[config.mk]
export PLATFORM = sky130hd
export DESIGN_NAME = alt_vipcti121_cdc_xfer_arbiter
export DESIGN_NICKNAME = d
export VERILOG_FILES = /design/src/rtl/alt_vipcti121_cdc_xfer_arbiter_pkg.sv /design/src/rtl/alt_vipcti121_cdc_xfer_arbiter_ack_sync.sv /design/src/rtl/alt_vipcti121_cdc_xfer_arbiter.sv
export SDC_FILE = /design/constraint.sdc
export NUM_CORES = 1
export LEC_CHECK = 0
export ABC_AREA = 0
export CAP_MARGIN = 40
export CORE_MARGIN = 1
export CORE_UTILIZATION = 38
export CTS_BUF_LIST = sky130_fd_sc_hd__clkbuf_8
export CTS_CLUSTER_SIZE = 14
export DETAILED_ROUTE_END_ITERATION = 7
export GPL_ROUTABILITY_DRIVEN = 0
export GPL_TIMING_DRIVEN = 0
export MAX_ROUTING_LAYER = met4
export PLACE_DENSITY_LB_ADDON = 0.05
export SLEW_MARGIN = 20
export SYNTH_ARGS = -nofsm -noshare
export SYNTH_HDL_FRONTEND = slang
export SYNTH_SLANG_ARGS = --single-unit
[constraint.sdc]
create_clock -name sync_clock -period 6.4 [get_ports sync_clock]
set_input_delay 1.92 -clock sync_clock [delete_from_list [all_inputs] [get_ports sync_clock]]
set_output_delay 1.92 -clock sync_clock [all_outputs]
set_load 0.005 [all_outputs]
[src/rtl/alt_vipcti121_cdc_xfer_arbiter_pkg.sv]
`default_nettype none
// ============================================================================
// Module   : alt_vipcti121_cdc_xfer_arbiter_pkg
// Brief    : Shared FSM encoding and helper functions for the CDC transfer
//            arbiter.
// Revision : 1.0
// ============================================================================
package alt_vipcti121_cdc_xfer_arbiter_pkg;

    localparam int c_max_req = 8;

    typedef enum logic [1:0] {
        ST_IDLE     = 2'd0,
        ST_LAUNCH   = 2'd1,
        ST_WAIT_ACK = 2'd2,
        ST_DONE     = 2'd3
    } xfer_state_t;

    function automatic int cnt_width(input int timeout_cycles);
        return $clog2(timeout_cycles + 1);
    endfunction

    // One-hot winner: first set request searching upward from last_grant+1, wrapping at num_req.
    function automatic logic [c_max_req-1:0] rr_next_grant(
        input logic [c_max_req-1:0] req,
        input int unsigned          last_grant,
        input int unsigned          num_req
    );
        logic [c_max_req-1:0] gnt;
        logic                 found;
        logic [2:0]           idx;
        gnt   = '0;
        found = 1'b0;
        for (int unsigned k = 1; k <= c_max_req; k++) begin
            if (k <= num_req) begin
                idx = 3'((last_grant + k) % num_req);
                if (!found && req[idx]) begin
                    gnt[idx] = 1'b1;
                    found    = 1'b1;
                end
            end
        end
        return gnt;
    endfunction

endpackage
`default_nettype wire

[src/rtl/alt_vipcti121_cdc_xfer_arbiter_ack_sync.sv]
`default_nettype none
// ============================================================================
// Module   : alt_vipcti121_cdc_ack_sync
// Brief    : Two-flop synchronizer for the returned ack toggle, with a
//            zero-delay bypass when both domains share one clock.
// Revision : 1.0
// ============================================================================
module alt_vipcti121_cdc_ack_sync #(
    parameter int CLOCKS_ARE_SAME = 0
) (
    input  logic sync_clock,
    input  logic rst,
    input  logic ack_toggle_async,
    output logic ack_sync
);

    generate
        if (CLOCKS_ARE_SAME != 0) begin : g_bypass
            logic w_unused_clk_rst;
            assign w_unused_clk_rst = sync_clock ^ rst;
            assign ack_sync         = ack_toggle_async;
        end else begin : g_sync
            (* altera_attribute = "-name SYNCHRONIZER_IDENTIFICATION FORCED_IF_ASYNCHRONOUS" *)
            logic r_meta;
            (* altera_attribute = "-name SYNCHRONIZER_IDENTIFICATION FORCED_IF_ASYNCHRONOUS" *)
            logic r_sync;

            always_ff @(posedge sync_clock or posedge rst) begin
                if (rst) begin
                    r_meta <= 1'b0;
                    r_sync <= 1'b0;
                end else begin
                    r_meta <= ack_toggle_async;
                    r_sync <= r_meta;
                end
            end

            assign ack_sync = r_sync;
        end
    endgenerate

endmodule
`default_nettype wire

[src/rtl/alt_vipcti121_cdc_xfer_arbiter.sv]
`default_nettype none
// ============================================================================
// Module   : alt_vipcti121_cdc_xfer_arbiter
// Brief    : Round-robin arbiter sharing one toggle-handshake clock-crossing
//            channel between NUM_REQ control-register requesters.
// Revision : 1.0
// ============================================================================
module alt_vipcti121_cdc_xfer_arbiter
    import alt_vipcti121_cdc_xfer_arbiter_pkg::*;
#(
    parameter int NUM_REQ         = 4,
    parameter int DATA_WIDTH      = 32,
    parameter int TIMEOUT_CYCLES  = 1024,
    parameter int CLOCKS_ARE_SAME = 0
) (
    input  logic                          sync_clock,
    input  logic                          rst,
    input  logic [NUM_REQ-1:0]            req,
    input  logic [NUM_REQ*DATA_WIDTH-1:0] req_data,
    output logic [NUM_REQ-1:0]            done,
    output logic [NUM_REQ-1:0]            grant,
    output logic                          busy,
    output logic [DATA_WIDTH-1:0]         xfer_data,
    output logic                          xfer_toggle,
    input  logic                          ack_toggle_async,
    output logic                          timeout_err,
    input  logic                          clear_err
);

    localparam int                 c_cnt_w   = cnt_width(TIMEOUT_CYCLES);
    localparam int                 c_idx_w   = $clog2(NUM_REQ);
    localparam logic [c_cnt_w-1:0] c_cnt_max = c_cnt_w'(TIMEOUT_CYCLES);
    localparam logic [c_cnt_w-1:0] c_cnt_pre = c_cnt_w'(TIMEOUT_CYCLES - 1);

    xfer_state_t             r_state;
    xfer_state_t             w_state_nxt;
    logic [NUM_REQ-1:0]      r_grant;
    logic [c_idx_w-1:0]      r_last_grant;
    logic [c_idx_w-1:0]      w_grant_idx;
    logic [c_cnt_w-1:0]      r_cnt;
    logic                    r_toggle;
    logic                    r_err;
    logic [DATA_WIDTH-1:0]   r_data;
    logic [DATA_WIDTH-1:0]   w_sel_data;
    logic [c_max_req-1:0]    w_req_ext;
    logic [c_max_req-1:0]    w_rr;
    logic                    w_rr_unused;
    logic                    w_ack_sync;
    logic                    w_ack_match;
    logic                    w_timeout_evt;

    alt_vipcti121_cdc_ack_sync #(
        .CLOCKS_ARE_SAME (CLOCKS_ARE_SAME)
    ) u_ack_sync (
        .sync_clock       (sync_clock),
        .rst              (rst),
        .ack_toggle_async (ack_toggle_async),
        .ack_sync         (w_ack_sync)
    );

    always_comb begin
        w_req_ext              = '0;
        w_req_ext[NUM_REQ-1:0] = req;
    end

    assign w_rr        = rr_next_grant(w_req_ext, 32'(r_last_grant), NUM_REQ);
    assign w_rr_unused = ^w_rr;

    always_comb begin
        w_grant_idx = '0;
        w_sel_data  = '0;
        for (int i = 0; i < NUM_REQ; i++) begin
            if (r_grant[i]) begin
                w_grant_idx = c_idx_w'(i);
                w_sel_data  = req_data[i*DATA_WIDTH +: DATA_WIDTH];
            end
        end
    end

    // Equality (not edge) compare: a stale ack left over from IDLE resolves itself at the next launch.
    assign w_ack_match   = (w_ack_sync == r_toggle);
    assign w_timeout_evt = (r_state == ST_WAIT_ACK) && !w_ack_match && (r_cnt == c_cnt_pre);

    always_comb begin
        w_state_nxt = r_state;
        case (r_state)
            ST_IDLE:     if (|req) w_state_nxt = ST_LAUNCH;
            ST_LAUNCH:   w_state_nxt = ST_WAIT_ACK;
            ST_WAIT_ACK: if (w_ack_match) w_state_nxt = ST_DONE;
            ST_DONE:     w_state_nxt = ST_IDLE;
            default:     w_state_nxt = ST_IDLE;
        endcase
    end

    always_ff @(posedge sync_clock or posedge rst) begin
        if (rst) begin
            r_state      <= ST_IDLE;
            r_grant      <= '0;
            r_last_grant <= c_idx_w'(NUM_REQ - 1);
            r_cnt        <= '0;
            r_toggle     <= 1'b0;
            r_err        <= 1'b0;
            r_data       <= '0;
        end else begin
            r_state <= w_state_nxt;
            case (r_state)
                ST_IDLE: begin
                    r_grant <= w_rr[NUM_REQ-1:0];
                end
                ST_LAUNCH: begin
                    r_data   <= w_sel_data;
                    r_toggle <= ~r_toggle;
                    r_cnt    <= '0;
                end
                ST_WAIT_ACK: begin
                    // Keep waiting after a timeout so a late ack cannot be mistaken for the next transfer's.
                    if (!w_ack_match && (r_cnt != c_cnt_max)) begin
                        r_cnt <= r_cnt + c_cnt_w'(1);
                    end
                end
                ST_DONE: begin
                    r_last_grant <= w_grant_idx;
                    r_grant      <= '0;
                end
                default: r_grant <= '0;
            endcase

            if (w_timeout_evt) begin
                r_err <= 1'b1;
            end else if (clear_err) begin
                r_err <= 1'b0;
            end
        end
    end

    assign grant       = r_grant;
    assign busy        = (r_state != ST_IDLE);
    assign done        = (r_state == ST_DONE) ? r_grant : '0;
    assign xfer_data   = r_data;
    assign xfer_toggle = r_toggle;
    assign timeout_err = r_err;

endmodule
`default_nettype wire
# After elaboration in Yosys (flattened, before gate mapping)
# Index checks and enable logic that the tools add are counted.
dict set report word_totals {
  regBits 55
  in_bits 136
  out_inout_bits 43
  word_cells 96
}
dict set report op_classes {
  n_addsub 5
  magnitude_cmp 8
  n_eq_ne 9
  mux 39
  n_bitwise 4
  n_reduce_logical 22
}
# cell n
set ops {}
lappend ops {{$mux 32} 4}
lappend ops {{$pmux 11 s2} 1}
lappend ops {{$mux 4} 5}
lappend ops {{$lt 2x4->1 const B} 4}
lappend ops {{$mux 1} 14}
lappend ops {{$or 4x4->4} 3}
lappend ops {{$add 11x1->11 const B} 1}
lappend ops {{$eq 11x10->1 const B} 1}
lappend ops {{$mux 11} 1}
lappend ops {{$ne 11x11->1 const B} 1}
lappend ops {{$logic_and 1x1->1} 10}
lappend ops {{$bmux 1 s2} 4}
lappend ops {{$demux 1 s2} 4}
lappend ops {{$ge 2x1->1 const B} 4}
lappend ops {{$mux 2} 4}
lappend ops {{$pmux 2 s4} 1}
lappend ops {{$pmux 4 s2} 1}
lappend ops {{$reduce_bool 2->1} 4}
lappend ops {{$add 2x1->2 const B} 2}
lappend ops {{$add 2x2->2 const B} 2}
lappend ops {{$eq 2x2->1 const B} 2}
lappend ops {{$logic_not 1->1} 4}
lappend ops {{$ne 2x2->1 const B} 2}
lappend ops {{$reduce_and 2->1} 2}
lappend ops {{other kinds (6)} 6}

# Logic depth before layout (Yosys ltp)
# Gate-level depths: netlist of run 1.
dict set report logic_depth {
  ltp_word 14
  mapped_depth 8
  depth_no_buf 7
}

# Hierarchy
# From an unflattened synthesis of run 1, not the netlist that was laid out.
dict set report hier_totals {
  cells_unflattened 412
  hier_area_um2 3422.0
}
# module n_inst cells_each area_per_inst_um2 seq_area_each_um2
set by_module_without_submodules {}
lappend by_module_without_submodules {alt_vipcti121_cdc_xfer_arbiter 1 409 3368.2 1328.8}
lappend by_module_without_submodules {alt_vipcti121_cdc_ack_sync 1 3 53.8 50.0}

# Worst setup path before layout of run 1
# Ideal clock, no wire load.
dict set report synth_timing {
  path_type {reg2out}
  from {register r_grant[3] (netlist: grant[3])}
  to {output done[3]}
  arrival_ns 1.233
  t_required_ns 4.480
  path_slack_ns 3.247
  path_stages_with_launch 5
  path_buffers 3
  cell_sequence {dfrtp_1 clkbuf_1 clkbuf_1 clkbuf_1 and2_1}
}
dict set report synth_between {
  elab_chain_cells 1
}
# item line_no
set synth_rtl {}
lappend synth_rtl {{from (decl)} alt_vipcti121_cdc_xfer_arbiter.sv:37} ;# logic [NUM_REQ-1:0] r_grant;
lappend synth_rtl {{from (signal assigned)} alt_vipcti121_cdc_xfer_arbiter.sv:108} ;# r_grant <= w_rr[NUM_REQ-1:0];
lappend synth_rtl {{$mux 4} alt_vipcti121_cdc_xfer_arbiter.sv:138} ;# assign done = (r_state == ST_DONE) ? r_grant : '0;
lappend synth_rtl {{to (decl)} alt_vipcti121_cdc_xfer_arbiter.sv:20} ;# output logic [NUM_REQ-1:0] done,
# No other way between the ends.

# Worst setup path after layout of run 1
# Ends and elaborated chain as after synthesis.

==> results_dict.tcl, run 1 <==
set metrics [dict create \
    outcome "completed" \
    crit_required_ns 4.48 \
    cp-end-kind "output port" \
    grt_first_pass_wirelength_mm 19.0 \
    start_util_pct 39.4 \
    cp.arrival_ns 2.52 \
    avgSynthCellArea_um2 8.33 \
    slew_violations 0 \
    h-tree-depth 2 \
    whs_path_depth 0 \
    synth_fp_nets 562 \
    ir_drop_v 0.000244 \
    root_buffer "clkbuf_8" \
    p_per_area_nw_per_um2 384 \
    startpoint "grant[3]$_DFFE_PP0P_" \
    place_area_um2 5350 \
    setup_violations 0 \
    die_w_um 97.0 \
    maxSlewHeadroom_pct 49.3 \
    die_h_um 97.0 \
    fmax_mhz 225 \
    antennaDiodeCount 0 \
    synth_cells 412 \
    multiInputGateArea_um2 1860 \
    ctsHoldBuffers 0 \
    critical_path.max_stage_delay_ns 0.50 \
    hp-class "reg2reg" \
    fillers 781 \
    rows 34 \
    reg2regPathDepth 8 \
    area_growth_pct 59.0 \
    synth_warnings 0 \
    coreArea_um2 8720 \
    yosysSeqAreaShare_pct 40.2 \
    clock_sinks 55 \
    grt_pass1_vias 3859 \
    cts_buffers 5 \
    via_per_inst 5.46 \
    cts-resized-gates 0 \
    synthFlopType "dfrtp_1" \
    crit_path_start_kind "register" \
    finalHoldViolations 0 \
    fin_cells 706 \
    routed_wl_mm 11.9 \
    synth_cell_types 42 \
    crit_slowest_cell "clkdlybuf4s50_1" \
    wire_per_inst_um 16.8 \
    dr.pass1.iters 4 \
    critical_path_class "reg2out" \
    post-dp-hpwl_mm 9.16 \
    timing.rr.start "r_last_grant[0]$_DFFE_PP1N_" \
    synth_edf_count 0 \
    leakagePower_uw 0.00218 \
    stdcell_area_um2 5460 \
    antenna_found_initial 0 \
    cp_cell_sequence "clkbuf_1 > clkbuf_1 > clkbuf_1 > and2_1 > clkdlybuf4s50_1" \
    path_max_fanout 10 \
    dieArea_um2 9420 \
    tightest_slew_ns 0.751 \
    path_depth 5 \
    rsz0062_at_grt "false" \
    min_period_ns 4.44 \
    clk_latency_ns 0.30 \
    drc 0 \
    skew_ns 0.00887 \
    final_antenna_net_count 0 \
    synthArstFlopShare_pct 100 \
    crit_top_cell "clkbuf_1" \
    postCtsSetupRepairBufs 0 \
    track_usage_pct 25.7 \
    period_share_pct 69.4 \
    path_clk_slew_ns 0.09 \
    place_inst 698 \
    synth.ff_latch_count 55 \
    cts_tree "yes" \
    fin_setup_tns_ns 0 \
    worst-path-buf-inv 4 \
    ctsLongestPathBuffers 2 \
    cap_violations 0 \
    port-buffer-count 178 \
    num_vias 3855 \
    synth_area_um2 3430 \
    ios 179 \
    cpLargestDelayFamily "buffers and inverters" \
    layout.nets 747 \
    initialDrtViolationCount 141 \
    grt_max_degree 56 \
    grt-ovfl-total 0 \
    hold_start "u_ack_sync.g_sync.r_meta$_DFF_PP0_" \
    drive_above_1_share_pct 3.85 \
    register_area_um2 1380 \
]
-- layout by cell type, fill, tap and decap left out, types with 2 or more instances in the layout --
cell             netlist  final
clkdlybuf4s50_1        0    178
a21oi_1               71     71
nor2_1                68     68
dfrtp_1               53     53
nor3_1                33     33
a221oi_1              32     32
clkbuf_1              29     29
nand2_1               20     20
inv_1                 13     14
ha_1                  14     14
o21ai_0               12     12
nand3_1                7      7
mux2i_1                5      5
and2_1                 5      5
clkbuf_8               0      5
buf_2                  4      4
a222oi_1               4      4
nand2b_1               3      3
or4_1                  3      3
nor2b_1                2      2
nor3b_1                2      2
mux2_2                 2      2
xor2_1                 2      2
nor4_1                 2      2
or3_1                  2      2
or3_2                  2      2
and3_1                 2      2
nand4_1                2      2
o211ai_1               2      2
dfstp_2                2      2
-- area by class of cell --
cell class,count,area share [%]
clock inverters,3,0.688
multi-input cells,310,34.2
clock buffers,5,1.26
flip-flops and latches,55,25.3
plain buffers,34,2.57
inverters,13,0.940
well taps,108,2.48
repair buffers,178,32.6
-- per-stage QoR --
| step | utilization (%) | hold slack, ns | total power (µW) | worst slack (ns) |
|---|---|---|---|---|
| global placement | 61.3 | 0.332 | 1840 | 2.09 |
| global route | 62.6 | 0.387 | 2270 | 1.74 |
| floorplan | - | 0.331 | 1310 | 3.14 |
| CTS | 62.6 | 0.358 | 2100 | 1.95 |
| finish | 62.6 | 0.356 | 2090 | 1.96 |
| detailed placement | 61.4 | 0.335 | 1880 | 2.30 |
-- logic make-up (layout without fill, tap and decap cells) --
| group | Yosys count | after routing | share of synthesized area, % |
|---|---|---|---|
| and+or+nand+nor | 158 | 158 | 21.5 |
| xor gates and xnor gates | 2 | 2 | 0.510 |
| muxes | 8 | 8 | 2.77 |
| AOI/OAI and AO/OA | 128 | 128 | 24.5 |
| adders and majority gates | 14 | 14 | 5.10 |
| DFF | 55 | 55 | 40.2 |
| buffers and inverters | 47 | 233 | 5.50 |
-- worst paths after layout --
path	to	slack (ns)
hold / removal	u_ack_sync.ack_sync$_DFF_PP0_	0.36
min in group asynchronous	timeout_err$_DFFE_PP0P_	2.07
max in group asynchronous	xfer_data[8]$_DFFE_PP0P_	3.86
hold reg to reg	u_ack_sync.ack_sync$_DFF_PP0_	0.36
setup / recovery	done[3]	1.96
setup reg to reg	grant[3]$_DFFE_PP0P_	3.93
-- flip-flops by register name, summed over array words and instances (netlist names) --
name	flops
r_state	2
r_last_grant	2
r_cnt	11
grant	4
timeout_err	1
u_ack_sync.ack_sync	1
u_ack_sync.g_sync.r_meta	1
xfer_data	32
xfer_toggle	1
-- power breakdown --
group,switching [µW],internal [µW],leakage [µW]
Clock,110,114,0.0000607
Combinational,669,612,0.00145
Sequential,93.4,496,0.000667
-- synthesized netlist by cell type, types with 2 or more instances --
cell / count / area (µm²)
nand3_1: 7 / 35.0
or4_1: 3 / 22.5
nor2_1: 68 / 255
a222oi_1: 4 / 40.0
buf_2: 4 / 20.0
nor3_1: 33 / 165
dfstp_2: 2 / 52.6
nor2b_1: 2 / 12.5
nand2b_1: 3 / 18.8
mux2i_1: 5 / 50.1
o211ai_1: 2 / 15.0
or3_1: 2 / 12.5
clkbuf_1: 29 / 109
nor3b_1: 2 / 15.0
o21ai_0: 12 / 60.1
ha_1: 14 / 175
dfrtp_1: 53 / 1330
and2_1: 5 / 31.3
nand4_1: 2 / 12.5
xor2_1: 2 / 17.5
nor4_1: 2 / 12.5
nand2_1: 20 / 75.1
inv_1: 13 / 48.8
mux2_2: 2 / 22.5
and3_1: 2 / 12.5
or3_2: 2 / 15.0
a221oi_1: 32 / 280
a21oi_1: 71 / 355
-- worst reg2reg max path, stage by stage, from the launching register on --
cell and delay [ns]:
dfstp_2 0.59, buf_2 0.23, inv_1 0.12, ha_1 0.37, mux2i_1 0.27, a22oi_2 0.15
nor3b_1 0.48, nand2_1 0.12, nand3_1 0.09
-- per-layer routing --
layer  vias up  wire (µm)  GRT usage [%]
met3        19        820           6.50
li1       1864          -              -
met1      1829       5030           30.7
met2       143       5810           43.3
met5         -          0              -
met4         0        222           6.43
No activity file was read; power rests on OpenSTA's default activity.
==> inputs of run 2 (changes only) <==
- clock period: 6.4 -> 4.5 ns (I/O delays scaled with it)
==> results of run 2 <==
The final DEF is identical to that of run 1. Status: completed.
Among the figures that moved: setup slack after placement 2.30 ns -> 0.975 ns; setup slack after layout 1.96 ns -> 0.630 ns; register-to-register setup slack 3.93 ns -> 2.03 ns; total power 2090 µW -> 2980 µW; worst IR drop on VDD 0.000244 V -> 0.000347 V
